### src/rtl/csr_pkg.sv
// Shared definitions for the CSR read-modify-write unit: operation encodings
// (RISC-V funct3 of the SYSTEM/CSR instructions) and the CSR address width.
package csr_pkg;

    localparam int ADDR_W = 12;
    localparam int OP_W   = 3;

    // funct3 codes; 000 and 100 are not CSR instructions and report an error
    typedef enum logic [OP_W-1:0] {
        CSR_ILL0 = 3'b000,
        CSR_RW   = 3'b001,
        CSR_RS   = 3'b010,
        CSR_RC   = 3'b011,
        CSR_ILL4 = 3'b100,
        CSR_RWI  = 3'b101,
        CSR_RSI  = 3'b110,
        CSR_RCI  = 3'b111
    } csr_op_e;

endpackage

### src/rtl/csr_rmw_unit_if.sv
// Request/response bundle between the issue stage (master) and the CSR unit (slave).
interface csr_rmw_unit_if #(
    parameter int XLEN = 32
);
    logic                      req_valid;
    logic                      req_ready;
    logic [csr_pkg::OP_W-1:0]  req_op;
    logic [csr_pkg::ADDR_W-1:0] req_addr;
    logic [XLEN-1:0]           req_rs1;
    logic                      req_rs1_x0;
    logic [4:0]                req_zimm;
    logic                      flush;
    logic                      rsp_valid;
    logic                      rsp_ready;
    logic [XLEN-1:0]           rsp_rdata;
    logic                      rsp_err;

    modport master (
        output req_valid, req_op, req_addr, req_rs1, req_rs1_x0, req_zimm, flush, rsp_ready,
        input  req_ready, rsp_valid, rsp_rdata, rsp_err
    );

    modport slave (
        input  req_valid, req_op, req_addr, req_rs1, req_rs1_x0, req_zimm, flush, rsp_ready,
        output req_ready, rsp_valid, rsp_rdata, rsp_err
    );
endinterface

### src/rtl/csr_op_alu.sv
// Combinational CSR operation: new value, write intent and illegal-op detection.
// Write intent ignores address/read-only checks; the caller folds those in.
module csr_op_alu
    import csr_pkg::*;
#(
    parameter int XLEN = 32
) (
    input  logic [OP_W-1:0] op,
    input  logic [XLEN-1:0] old_val,
    input  logic [XLEN-1:0] src_val,
    input  logic            src_zero,
    output logic [XLEN-1:0] new_val,
    output logic            wen,
    output logic            op_illegal
);

    // set/clear with a zero source must not write (no side effects on read-only CSRs)
    always_comb begin
        new_val    = old_val;
        wen        = 1'b0;
        op_illegal = 1'b0;
        case (csr_op_e'(op))
            CSR_RW, CSR_RWI: begin
                new_val = src_val;
                wen     = 1'b1;
            end
            CSR_RS, CSR_RSI: begin
                new_val = old_val | src_val;
                wen     = !src_zero;
            end
            CSR_RC, CSR_RCI: begin
                new_val = old_val & ~src_val;
                wen     = !src_zero;
            end
            default: op_illegal = 1'b1;
        endcase
    end

endmodule

### src/rtl/csr_rmw_unit.sv
// CSR array with a single-entry response stage. The new value is computed at
// accept time and only written to the array when the response is taken by WB
// without a flush. A request accepted on that same edge sees the committed value.
module csr_rmw_unit
    import csr_pkg::*;
#(
    parameter int                 XLEN    = 32,
    parameter int                 NUM_CSR = 8,
    parameter logic [NUM_CSR-1:0] RO_MASK = '0
) (
    input logic          clk,
    input logic          rst_n,
    csr_rmw_unit_if.slave bus
);

    localparam int              IDX_W     = (NUM_CSR > 1) ? $clog2(NUM_CSR) : 1;
    localparam logic [ADDR_W-1:0] NUM_CSR_A = ADDR_W'(NUM_CSR);

    logic [XLEN-1:0]  csr_q [NUM_CSR];
    logic [XLEN-1:0]  csr_d [NUM_CSR];
    logic             s1_valid_q, s1_valid_d;
    logic [IDX_W-1:0] s1_idx_q, s1_idx_d;
    logic [XLEN-1:0]  s1_rdata_q, s1_rdata_d;
    logic [XLEN-1:0]  s1_new_q, s1_new_d;
    logic             s1_wen_q, s1_wen_d;
    logic             s1_err_q, s1_err_d;

    logic [IDX_W-1:0] req_idx;
    logic [XLEN-1:0]  src_val;
    logic             src_zero;
    logic [XLEN-1:0]  old_val;
    logic [XLEN-1:0]  alu_new;
    logic             alu_wen;
    logic             alu_illegal;
    logic             req_err;
    logic             accept;
    logic             commit;

    assign req_idx  = bus.req_addr[IDX_W-1:0];
    assign src_val  = bus.req_op[2] ? XLEN'(bus.req_zimm) : bus.req_rs1;
    assign src_zero = bus.req_op[2] ? (bus.req_zimm == 5'd0) : bus.req_rs1_x0;

    // a stalled response blocks new requests unless a flush frees the stage
    assign bus.req_ready = !s1_valid_q || bus.rsp_ready || bus.flush;
    assign accept        = bus.req_valid && bus.req_ready;
    assign commit        = s1_valid_q && bus.rsp_ready && !bus.flush && s1_wen_q;

    // forward the value being committed this edge so back-to-back RMW is exact
    assign old_val = (commit && (s1_idx_q == req_idx)) ? s1_new_q : csr_q[req_idx];

    csr_op_alu #(.XLEN(XLEN)) u_alu (
        .op         (bus.req_op),
        .old_val    (old_val),
        .src_val    (src_val),
        .src_zero   (src_zero),
        .new_val    (alu_new),
        .wen        (alu_wen),
        .op_illegal (alu_illegal)
    );

    assign req_err = alu_illegal || (bus.req_addr >= NUM_CSR_A) || (RO_MASK[req_idx] && alu_wen);

    assign bus.rsp_valid = s1_valid_q;
    assign bus.rsp_rdata = s1_rdata_q;
    assign bus.rsp_err   = s1_err_q;

    // stage-1 next state and array write
    always_comb begin
        s1_valid_d = s1_valid_q;
        s1_idx_d   = s1_idx_q;
        s1_rdata_d = s1_rdata_q;
        s1_new_d   = s1_new_q;
        s1_wen_d   = s1_wen_q;
        s1_err_d   = s1_err_q;
        csr_d      = csr_q;

        if (s1_valid_q && (bus.rsp_ready || bus.flush)) begin
            s1_valid_d = 1'b0;
        end
        if (accept) begin
            s1_valid_d = 1'b1;
            s1_idx_d   = req_idx;
            s1_rdata_d = req_err ? '0 : old_val;
            s1_new_d   = alu_new;
            s1_wen_d   = alu_wen && !req_err;
            s1_err_d   = req_err;
        end
        if (commit) begin
            csr_d[s1_idx_q] = s1_new_q;
        end
    end

    // state registers; reset drops any in-flight entry and clears the array
    always_ff @(posedge clk or negedge rst_n) begin
        if (!rst_n) begin
            for (int i = 0; i < NUM_CSR; i++) begin
                csr_q[i] <= '0;
            end
            s1_valid_q <= 1'b0;
            s1_idx_q   <= '0;
            s1_rdata_q <= '0;
            s1_new_q   <= '0;
            s1_wen_q   <= 1'b0;
            s1_err_q   <= 1'b0;
        end else begin
            csr_q      <= csr_d;
            s1_valid_q <= s1_valid_d;
            s1_idx_q   <= s1_idx_d;
            s1_rdata_q <= s1_rdata_d;
            s1_new_q   <= s1_new_d;
            s1_wen_q   <= s1_wen_d;
            s1_err_q   <= s1_err_d;
        end
    end

endmodule
### src/flat_wrapper.sv
// flat-port wrapper written by rule: the top's interface ports become plain ports
module csr_rmw_unit_flat import csr_pkg::*;
#(
    parameter int                 XLEN    = 32,
    parameter int                 NUM_CSR = 8,
    parameter logic [NUM_CSR-1:0] RO_MASK = '0
)
  (clk, rst_n, bus_req_valid, bus_req_op, bus_req_addr, bus_req_rs1, bus_req_rs1_x0, bus_req_zimm, bus_flush, bus_rsp_ready, bus_req_ready, bus_rsp_valid, bus_rsp_rdata, bus_rsp_err);
  csr_rmw_unit_if #(.XLEN(XLEN)) bus_i ();
  input logic clk;
  input logic rst_n;
  input wire logic [$bits(bus_i.req_valid)-1:0] bus_req_valid;
  input wire logic [$bits(bus_i.req_op)-1:0] bus_req_op;
  input wire logic [$bits(bus_i.req_addr)-1:0] bus_req_addr;
  input wire logic [$bits(bus_i.req_rs1)-1:0] bus_req_rs1;
  input wire logic [$bits(bus_i.req_rs1_x0)-1:0] bus_req_rs1_x0;
  input wire logic [$bits(bus_i.req_zimm)-1:0] bus_req_zimm;
  input wire logic [$bits(bus_i.flush)-1:0] bus_flush;
  input wire logic [$bits(bus_i.rsp_ready)-1:0] bus_rsp_ready;
  output wire logic [$bits(bus_i.req_ready)-1:0] bus_req_ready;
  output wire logic [$bits(bus_i.rsp_valid)-1:0] bus_rsp_valid;
  output wire logic [$bits(bus_i.rsp_rdata)-1:0] bus_rsp_rdata;
  output wire logic [$bits(bus_i.rsp_err)-1:0] bus_rsp_err;
  assign bus_i.req_valid = bus_req_valid;
  assign bus_i.req_op = bus_req_op;
  assign bus_i.req_addr = bus_req_addr;
  assign bus_i.req_rs1 = bus_req_rs1;
  assign bus_i.req_rs1_x0 = bus_req_rs1_x0;
  assign bus_i.req_zimm = bus_req_zimm;
  assign bus_i.flush = bus_flush;
  assign bus_i.rsp_ready = bus_rsp_ready;
  assign bus_req_ready = bus_i.req_ready;
  assign bus_rsp_valid = bus_i.rsp_valid;
  assign bus_rsp_rdata = bus_i.rsp_rdata;
  assign bus_rsp_err = bus_i.rsp_err;
  csr_rmw_unit #(.XLEN(XLEN), .NUM_CSR(NUM_CSR), .RO_MASK(RO_MASK)) u_core (.clk(clk), .rst_n(rst_n), .bus(bus_i));
endmodule
### config.mk
export PLATFORM = sky130hd
export DESIGN_NAME = csr_rmw_unit_flat
export DESIGN_NICKNAME = d
export VERILOG_FILES = /design/src/rtl/csr_pkg.sv /design/src/rtl/csr_rmw_unit_if.sv /design/src/rtl/csr_op_alu.sv /design/src/rtl/csr_rmw_unit.sv /design/src/flat_wrapper.sv
export SDC_FILE = /design/constraint.sdc
export NUM_CORES = 1
export LEC_CHECK = 0
export ABC_AREA = 1
export ABC_CLOCK_PERIOD_IN_PS = 2000
export BUFFER_PORTS_ARGS = -buffer_cell sky130_fd_sc_hd__buf_4
export CORE_MARGIN = 2
export CORE_UTILIZATION = 60
export DETAILED_ROUTE_END_ITERATION = 16
export GPL_TIMING_DRIVEN = 0
export PLACE_DENSITY = 0.79
export SYNTH_ARGS = -nofsm -noshare
export SYNTH_HDL_FRONTEND = slang
export SYNTH_HIERARCHICAL = 1
export SYNTH_SLANG_ARGS = --single-unit
### constraint.sdc
create_clock -name clk -period 2 [get_ports clk]
set_input_delay 0.2 -clock clk [delete_from_list [all_inputs] [get_ports clk]]
set_output_delay 0.2 -clock clk [all_outputs]
set_load 0.005 [all_outputs]
Yosys cells after proc, flatten, opt, wreduce, memory -nomap -nowiden
Memories as Yosys holds them, arrays and structs flattened.
Cells that the tools add are included.
W data, S select, Z words.
{"block": "classes", "order_cmp": 5, "eq_ne": 7, "muxes": 16, "bitwise_logic": 5, "n_reduce_logical": 25}
{"op": "$bwmux W256", "count": 1}
{"op": "$mux W32", "count": 6}
{"op": "$bmux W32 S3", "count": 1}
{"op": "$demux W32 S3", "count": 1}
{"op": "$pmux W32 S3", "count": 1}
{"op": "$and A32 B32 Y32", "count": 1}
{"op": "$not A32 Y32", "count": 1}
{"op": "$or A32 B32 Y32", "count": 1}
{"op": "$ge A12 B4 Y1 const B", "count": 1}
{"op": "$eq A3 B3 Y1 const B", "count": 3}
{"op": "$logic_and A1 B1 Y1", "count": 9}
{"op": "$ge A4 B4 Y1 const B", "count": 2}
{"op": "$not A3 Y4", "count": 2}
{"op": "$eq A3 B2 Y1 const B", "count": 2}
{"op": "$reduce_or A2 Y1", "count": 3}
{"op": "$reduce_or A6 Y1", "count": 1}
{"op": "$logic_not A5 Y1", "count": 1}
{"op": "$logic_or A1 B1 Y1", "count": 5}
{"op": "$mux W1", "count": 5}
{"op": "$logic_not A1 Y1", "count": 4}
{"op": "$lt A3 B4 Y1 const B", "count": 1}
{"op": "$lt A4 B1 Y1 const B", "count": 1}
{"op": "$reduce_or A4 Y1", "count": 1}
{"op": "$eq A3 B1 Y1 const B", "count": 1}
{"op": "3 further kinds", "count": 3}
{"block": "word_totals", "register_bits": 326, "mem_bits_ro": 8, "in_bits": 58, "n_memories": 1}
{"name": "(name not given)", "words": 8, "word_bits": 1, "rd": 1, "rd_clocked_by_memory_dff": 0, "wr": 0, "line": "csr_rmw_unit.sv:61", "text": "assign req_err = alu_illegal || (bus.req_addr >= NUM_CSR_A) || (RO_MASK[req_idx] && alu_wen);"}

Logic depth before layout (Yosys ltp)
Gate-level depths: netlist (run 1).
{"block": "depth", "depth_word": 8, "ltp_mapped": 14, "depth_no_buf": 12}

By module
The synthesis (run 1) kept the hierarchy.
{"mod": "csr_rmw_unit", "n_inst": 1, "cells_per_inst": 2046, "area_each_um2": 15623.7}
{"mod": "csr_op_alu", "n_inst": 1, "cells_per_inst": 212, "area_each_um2": 980.9}

Least setup slack after synthesis (run 1)
Ideal clock, no wire load.
{"block": "synth_timing", "kind": "reg-to-reg", "startpoint": "register u_core.s1_idx_q[0]", "endpoint": "register u_core.s1_new_q[30]", "setup_time_ns": 0.129, "t_arrival_ns": 1.487, "path_slack_ns": 0.384, "path_stages_with_launch": 14, "period_less_slack_ns": 1.616, "cell_sequence": "dfrtp_1 -> buf_6 -> inv_6 -> nand2_1 -> nand2_1 -> nor2_4 -> nand2_4 -> buf_2 -> nand3_1 -> and2_1 -> nand2_1 -> nand2_1 -> nor2_1 -> a21oi_1"}
{"block": "synth_between", "elab_chain_len": 5, "word_cells_on_any_way": 6, "cone_classes": "eq/ne: 1; mux: 2; bitwise: 2; reduce/logical: 1"}
{"item": "start: declaration", "line": "csr_rmw_unit.sv:22", "text": "logic [IDX_W-1:0] s1_idx_q, s1_idx_d;"}
{"item": "start signal: assignment", "line": "csr_rmw_unit.sv:108", "text": "s1_idx_q <= s1_idx_d;"}
{"item": "$eq A3 B3 Y1 (*)", "line": "csr_rmw_unit.sv:49", "text": "assign old_val = (commit && (s1_idx_q == req_idx)) ? s1_new_q : csr_q[req_idx];"}
{"item": "$logic_and A1 B1 Y1 (*)", "line": "csr_rmw_unit.sv:49"}
{"item": "$mux W32 (*)", "line": "csr_rmw_unit.sv:49"}
{"item": "named net u_core.old_val[30]", "line": "csr_rmw_unit.sv:31", "text": "logic [XLEN-1:0] old_val;"}
{"item": "$and A32 B32 Y32 / $or A32 B32 Y32 (equally long branches)", "line": "csr_op_alu.sv:32, csr_op_alu.sv:28"}
{"item": "$pmux W32 S3 (*)", "line": "csr_op_alu.sv:22", "text": "case (csr_op_e'(op))"}
{"item": "named net u_core.alu_new[30]", "line": "csr_rmw_unit.sv:32", "text": "logic [XLEN-1:0] alu_new;"}
{"item": "end signal: assignment", "line": "csr_rmw_unit.sv:110", "text": "s1_new_q <= s1_new_d;"}
{"item": "end: declaration", "line": "csr_rmw_unit.sv:24", "text": "logic [XLEN-1:0] s1_new_q, s1_new_d;"}
The timed path passes the listed nets; every way through them passes the cells marked *.
A chain may end at the register's enable or synchronous reset.

Worst setup path after layout (run 1)
{"block": "layout_timing", "startpoint": "register u_core.s1_idx_q[0]", "endpoint": "register u_core.s1_new_q[10]"}
The elaborated chain is that of the path after synthesis.

==> out/summary.txt, run 1 <==
peak supply drop = 485.6 uV
XOR/XNOR Fraction of Synth Area = 0%
Seq/Total Area, Yosys = 49.13%
commonest non-fill, non-tap cells in the layout = nand2_1, dfrtp_1, inv_1
layout cells sized above 1 = 13.14%
CP Launch Type = flop
IO Count = 93
FILL cells = 2210
CTS sink count = 326
slack of the critical path = 0.03432 ns
Initial Util = 61.44%
worst slack at placement = -0.1847 ns
core area = 0.02703 sq mm
number of distinct library cells after synthesis = 29
Post-Route Skew = 0.02222 ns
Yosys reg bits = 326
Vias = 15640
post-DR vias/cell = 5.663
final setup fails = 0
fin nets = 2452
Die Area = 0.02902 sq mm
asr flop ratio synth = 100.0%
Fmax = 508.7 MHz
Post-Synth Simple-Gate Area = 30.59%
post-synth top area cell = dfrtp_1
Post-Synth Adder-Cell Area = 0%
Pre-antenna DRT Iters = 8
clk slew on worst S/H paths = 0.06 ns
Crit Path Class = reg -> reg
endpoint type of the worst setup path = flop
ANT nets after route = 0
most common cell after layout, fill and taps aside = nand2_1
DRC Markers = 0
mux cell area share after synthesis = 0%
status = finished, final reports clean
Layout Cells excl Fill = 2761
Top FF cell, synth = dfrtp_1
main combinational cell family by area after synthesis = simple AND/OR/NAND/NOR gates
Hold WS = 0.03018 ns
EDFF count, synth = 0
Slew @ Worst Pin = 0.8198 ns
vias in the first global route = 14950
CTS tree = done
GRT overflow = 0
DRT iter0 DRCs = 1783
Synth area leaders = dfrtp_1, nand2_1, o21ai_0, nand3_1, inv_1
DP HPWL = 35500 um
Routed WL per cell = 18.67 um
syn_nets = 2316
initial antenna violation count = 0
largest net degree at the start of global routing = 87
max-capacitance violation count = 0
CP Data Arrival Time = 2.41 ns
worst hold path type = in -> reg
number of buffers inserted by port buffering = 90
GRT Total Usage = 36.11%
Worst Path Required = 2.44 ns
row cnt = 60
Slew headroom = 45.34%
worst skew pair latency = 0.53 ns
clock root buffer = clkbuf_16
Critical Path Fanout Max = 10
YS warnings = 6
cells after synthesis = 2258
Pleak = 9.855 nW
H-tree levels = 2
final WL = 51550 um
Power Density = 787.1 mW/mm^2
max-slew violations = 0
layout overhead on the synthesized area = 15.24%
final hold violation count = 0
Synth top area share = 49.13%
Period Utilization, post-route = 98.28%
min cycle time layout = 1.966 ns
clk buf depth = 3
Vert. Die Dim = 170.4 um
routability cong. = 0.9237
first-pass GRT wire length = 80290 um
CTS Buf Count = 37
synthesized area per cell = 7.354 sq um
die span in x = 170.4 um
RSZ-0062 raised after global routing = true
Post-Place Cells = 2692
ant diodes = 0
synthesized area = 0.01660 sq mm
Compound-Gate Fraction of Synth Area = 8.959%
-- routing by layer --
layer  up-vias  GRT usage (%)  wire length (um)
met5         -              0                 0
met4         0          14.27              1799
met3       133          7.837              5878
met2       860          57.58             23430
met1      7409          48.48             20450
li1       7234              -                 -
-- stage by stage --
stage | setup TNS, ns | power, W | area, sq um | utilization, %
2_1_floorplan | 0 | 0.007787 | 16600 | -
3_3_place_gp | -723.75 | 0.008440 | 17710 | 65.52
3_5_place_dp | -5.320 | 0.008494 | 17800 | 65.85
4_1_cts | -0.0001397 | 0.01501 | 19010 | 70.34
5_1_grt | -0.1944 | 0.01552 | 19140 | 70.81
6_report | 0 | 0.01506 | 19140 | 70.81
-- registers in the layout, indices dropped and copies added (netlist names) --
signal / flops
u_core/csr_q: 256
u_core/bus.rsp_rdata: 32
u_core/s1_new_q: 32
u_core/s1_idx_q: 3
u_core/bus.rsp_err: 1
u_core/bus.rsp_valid: 1
u_core/s1_wen_q: 1
-- critical path, cell delays in order (launching register included) --
cell and delay [ns]:
dfrtp_1 0.38, buf_6 0.17, inv_6 0.10, nand2_1 0.05, nand2_1 0.10, nor2_4 0.04
nand2_4 0.11, clkbuf_4 0.22, nand3_1 0.21, nand2_2 0.18, nand2_1 0.07, nand2_1 0.06
nor2_1 0.06, a21oi_1 0.14
-- kinds of logic after synthesis --
logic type / Yosys count
AO/OA/AOI/OAI: 296
buffers and inverters: 435
flip-flops: 326
AND/OR/NAND/NOR: 1201
-- synth_stat cells (6+ instances only) --
cell type and count:
o21ai_1 26, nand2_1 869, dfrtp_1 326, nand4_4 8, clkbuf_1 36, nand3_1 218
nand3_2 10, buf_6 9, nor2_1 65, inv_1 289, buf_1 6, a21oi_1 33
buf_2 81, o21ai_0 235, nand2_2 23
-- final timing paths --
| check | cells after the start | startpoint | end | slack, ns |
|---|---|---|---|---|
| worst max register to register | 13 | u_core/s1_idx_q[0]$_DFFE_PN0P_ | u_core/s1_new_q[10]$_DFFE_PN0P_ | 0.03 |
| worst max-delay path | 13 | u_core/s1_idx_q[0]$_DFFE_PN0P_ | u_core/s1_new_q[10]$_DFFE_PN0P_ | 0.03 |
| max in group asynchronous | 5 | rst_n | u_core/csr_q[13]$_DFFE_PN0P_ | 0.31 |
| worst min register to register | 2 | u_core/bus.rsp_rdata[11]$_DFFE_PN0P_ | u_core/bus.rsp_rdata[11]$_DFFE_PN0P_ | 0.48 |
| min in group asynchronous | 2 | rst_n | u_core/csr_q[27]$_DFFE_PN0P_ | 0.21 |
| worst min-delay path | 4 | bus_rsp_ready | u_core/bus.rsp_valid$_DFFE_PN0P_ | 0.03 |
-- power by group --
| part | total (W) | switching (W) | internal [W] | leakage [nW] |
|---|---|---|---|---|
| clock | 0.00659 | 0.00270 | 0.00389 | 0.582 |
| combinational | 0.00171 | 0.00126 | 0.000451 | 4.81 |
| sequential | 0.00676 | 0.0000586 | 0.00671 | 4.47 |
-- cell type report --
type	count	area [sq um]	area share, %
Tap cell	341	426.7	2.230
Inverter	298	1144	5.976
Buffer	137	749.5	3.917
Timing Repair Buffer	97	823.3	4.302
Sequential cell	326	8158	42.63
Multi-Input combinational cell	1497	6656	34.78
Clock buffer	54	1081	5.649
Clock inverter	11	97.59	0.5100
-- timing repair --
item | CTS | global route
gates resized for setup | 6 | 24
hold buffers | 2 | 0
setup buffers | 0 | 1
endpoints found under the setup margin | 44 | 130
gates cloned | 0 | 1
pin swaps | 0 | 1
endpoints found under the hold margin | 76 | 0
No activity file was read; power rests on OpenSTA's default activity.
==> run 2, diff against run 1 <==
--- a/config.mk
+++ b/config.mk
@@ -15,5 +15,4 @@
 export PLACE_DENSITY = 0.79
 export SYNTH_ARGS = -nofsm -noshare
 export SYNTH_HDL_FRONTEND = slang
-export SYNTH_HIERARCHICAL = 1
 export SYNTH_SLANG_ARGS = --single-unit
==> run 2 against run 1 <==
  * The run now ends with negative setup slack left
  * Clock power is essentially flat
  * Routed wire length grew 4.0%
  * Die area fell by 7.9%
  * Hold slack worse by 0.020 ns
  * Count of clock-buffer cells in the layout up 1
  * Cell count decreased by 13%
  * Sequential cell count did not move
  * Highest routed layer is now met5
==> out/summary.txt, run 2 <==
number of distinct library cells after synthesis = 26 (was 29)
Vert. Die Dim = 163.5 um (was 170.4 um)
CP Launch Type = flop (unchanged)
final setup fails = 3 (was 0)
GRT overflow = 0 (unchanged)
layout overhead on the synthesized area = 16.50% (was 15.24%)
DP HPWL = 34730 um (was 35500 um)
Cell Area, Placed = 0.01642 sq mm (was 0.01780 sq mm)
worst hold path type = in -> reg (unchanged)
Seq/Total Area, Yosys = 53.43% (was 49.13%)
initial antenna violation count = 2 (was 0)
CTS Buf Count = 36 (was 37)
fin nets = 2105 (was 2452)
min cycle time layout = 2.023 ns (was 1.966 ns)
asr flop ratio synth = 100.0% (unchanged)
Synth area leaders = dfrtp_1, nand2_1, nand3_1, o21ai_0, clkbuf_1 (was dfrtp_1, nand2_1, o21ai_0, nand3_1, inv_1)
Period Utilization, post-route = 101.1% (was 98.28%)
GR Util met3 = 14.42% (was 7.837%)
final WL = 53600 um (was 51550 um)
most common cell in the netlist = nand2_1 (unchanged)
first-pass GRT wire length = 82230 um (was 80290 um)
Slew headroom = 28.56% (was 45.34%)
max-capacitance violation count = 0 (unchanged)
synth cell count leaders = nand2_1, dfrtp_1, nand3_1 (was nand2_1, dfrtp_1, inv_1)
GRT met2 Usage = 60.93% (was 57.58%)
Vias = 15230 (was 15640)
Post-Place Cells = 2329 (was 2692)
setup tns final = -0.04191 ns (was 0 ns)
Worst Path Required = 2.44 ns (about the same)
post-DR vias/cell = 6.336 (was 5.663)
status = finished, violations left (was finished, final reports clean)
CTS tree = done (unchanged)
Power Density = 835.5 mW/mm^2 (was 787.1 mW/mm^2)
Hold Path Origin = bus_req_rs1[21] (was bus_rsp_ready)
Largest Register = u_core.csr_q (was u_core/csr_q)
Yosys reg bits = 326 (unchanged)
layout cells sized above 1 = 13.56% (was 13.14%)
DRC Markers = 0 (unchanged)
max FFs per register = 256 (unchanged)
vias in the first global route = 14700 (was 14950)
FILL cells = 1996 (was 2210)
syn_nets = 1965 (was 2316)
max-slew violations = 0 (unchanged)
ant diodes = 0 (unchanged)
Fmax = 494.4 MHz (was 508.7 MHz)
Critical Path Source = u_core.s1_wen_q$_DFFE_PN0P_ (was u_core/s1_idx_q[0]$_DFFE_PN0P_)
IO Count = 93 (unchanged)
Finished Core Util = 70.84% (was 70.81%)
number of buffers inserted by port buffering = 90 (unchanged)
slack of the critical path = -0.02277 ns (was 0.03432 ns)
CP Data Arrival Time = 2.46 ns (was 2.41 ns)
Pleak = 8.395 nW (was 9.855 nW)
RSZ-0062 raised after global routing = true (unchanged)
most common cell after layout, fill and taps aside = nand2_1 (unchanged)
core area = 0.02511 sq mm (was 0.02703 sq mm)
Crit Path Class = reg -> reg (unchanged)
Top FF cell, synth = dfrtp_1 (unchanged)
Routed WL per cell = 22.31 um (was 18.67 um)
Worst R2R Start = u_core.s1_wen_q$_DFFE_PN0P_ (was u_core/s1_idx_q[0]$_DFFE_PN0P_)
worst skew pair latency = 0.53 ns (about the same)
grt met1 use = 51.25% (was 48.48%)
peak supply drop = 653.4 uV (was 485.6 uV)
Initial Util = 60.81% (was 61.44%)
synthesized area = 0.01527 sq mm (was 0.01660 sq mm)
total power = 0.01486 W (was 0.01506 W)
Critical Path Fanout Max = 10 (unchanged)
Slew @ Worst Pin = 1.072 ns (was 0.8198 ns)
post-synth top area cell = dfrtp_1 (unchanged)
H-tree levels = 2 (unchanged)
commonest non-fill, non-tap cells in the layout = nand2_1, dfrtp_1, nand3_1 (was nand2_1, dfrtp_1, inv_1)
Final Cell Area = 0.01779 sq mm (was 0.01914 sq mm)
routability cong. = 0.9268 (was 0.9237)
cells after synthesis = 1907 (was 2258)
Post-Route Skew = 0.01989 ns (was 0.02222 ns)
clk slew on worst S/H paths = 0.06 ns (about the same)
GRT Total Usage = 40.60% (was 36.11%)
die span in x = 163.5 um (was 170.4 um)
Synth top area share = 53.43% (was 49.13%)
synthesized area per cell = 8.006 sq um (was 7.354 sq um)
Die Area = 0.02674 sq mm (was 0.02902 sq mm)
clk buf depth = 3 (unchanged)
Most Crowded Layer GR = met2 (unchanged)
Pre-antenna DRT Iters = 6 (was 8)
ANT nets after route = 0 (unchanged)
failing checks = negative setup slack
clock root buffer = clkbuf_16 (unchanged)
endpoint type of the worst setup path = flop (unchanged)
final hold violation count = 0 (unchanged)
Layout Cells excl Fill = 2403 (was 2761)
DRT iter0 DRCs = 2185 (was 1783)
largest net degree at the start of global routing = 128 (was 87)
row cnt = 58 (was 60)
EDFF count, synth = 0 (unchanged)
YS warnings = 0 (was 6)
CTS sink count = 326 (unchanged)
==> run 2: cell count changes after synthesis, sizes merged, moves of 10 or more <==
cell / delta
nand2: -261
inv: -227
nand3: +91
buf: -41
clkbuf: +41
o21ai: +31
a31oi: +27
nor2: -23
a21oi: +10
==> run 2: through the flow <==
stage / hold WS (ns) / setup WS (ns)
after global placement: 0.4655 / -2.240
after CTS: 0.007200 / 0.001457
final: 0.009810 / -0.02277
after floorplan: -0.09559 / 0.5754
after global routing: 0.02826 / -0.006659
after detailed placement: 0.2869 / -0.3959
==> run 2: power breakdown <==
part | internal (W) | switching [W] | leakage (nW)
sequential | 0.00670 | 0.0000602 | 4.47
combinational | 0.000381 | 0.00117 | 3.35
clock | 0.00384 | 0.00272 | 0.572
total | 0.0109 | 0.00395 | 8.39
==> run 2: worst max-delay path: stages, from the launching register on <==
cell	delay, ns
dfrtp_1	0.48
nand4_1	0.13
buf_4	0.19
inv_4	0.14
nand4_2	0.34
clkbuf_2	0.40
o21ai_0	0.26
==> run 2: final timing paths <==
check                                                   to  slack, ns  cells after the start
setup / recovery             u_core.csr_q[144]$_DFFE_PN0P_      -0.02                      6
hold / removal             u_core.s1_new_q[21]$_DFFE_PN0P_       0.01                      3
setup reg to reg             u_core.csr_q[144]$_DFFE_PN0P_      -0.02                      6
hold reg to reg              u_core.csr_q[249]$_DFFE_PN0P_       0.48                      2
max in group asynchronous     u_core.csr_q[43]$_DFFE_PN0P_       0.49                      4
min in group asynchronous    u_core.csr_q[226]$_DFFE_PN0P_       0.23                      2
==> run 2: cells by family (layout without fill, tap and decap cells) <==
family | after synthesis | count (layout) | share of synthesized area, %
AO/OA/AOI/OAI | 363 | 363 | 12.12
buffers and inverters | 209 | 375 | 5.679
AND/OR/NAND/NOR | 1009 | 1009 | 28.77
flip-flops | 326 | 326 | 53.43
==> run 2: layer usage <==
layer	wire, um	vias to the layer above
met5	98	-
met4	2952	6
met3	7399	262
met2	23590	1132
met1	19560	7223
li1	-	6602
==> run 2: final cells by class <==
type | count | area, sq um | area share (%)
Sequential cell | 326 | 8158 | 45.86
Multi-Input combinational cell | 1372 | 6275 | 35.27
Clock buffer | 55 | 1074 | 6.035
Timing Repair Buffer | 103 | 873.3 | 4.910
Buffer | 136 | 641.9 | 3.608
Tap cell | 330 | 412.9 | 2.321
Inverter | 72 | 276.5 | 1.554
Clock inverter | 9 | 77.57 | 0.4361
==> run 2: timing repair <==
item | CTS | global route
cloned | 0 | 1
pin swaps | 2 | 1
hold buffers | 2 | 0
setup buffers | 6 | 2
endpoints found under the setup margin | 321 | 236
endpoints found under the hold margin | 99 | 0
resized for setup | 30 | 35
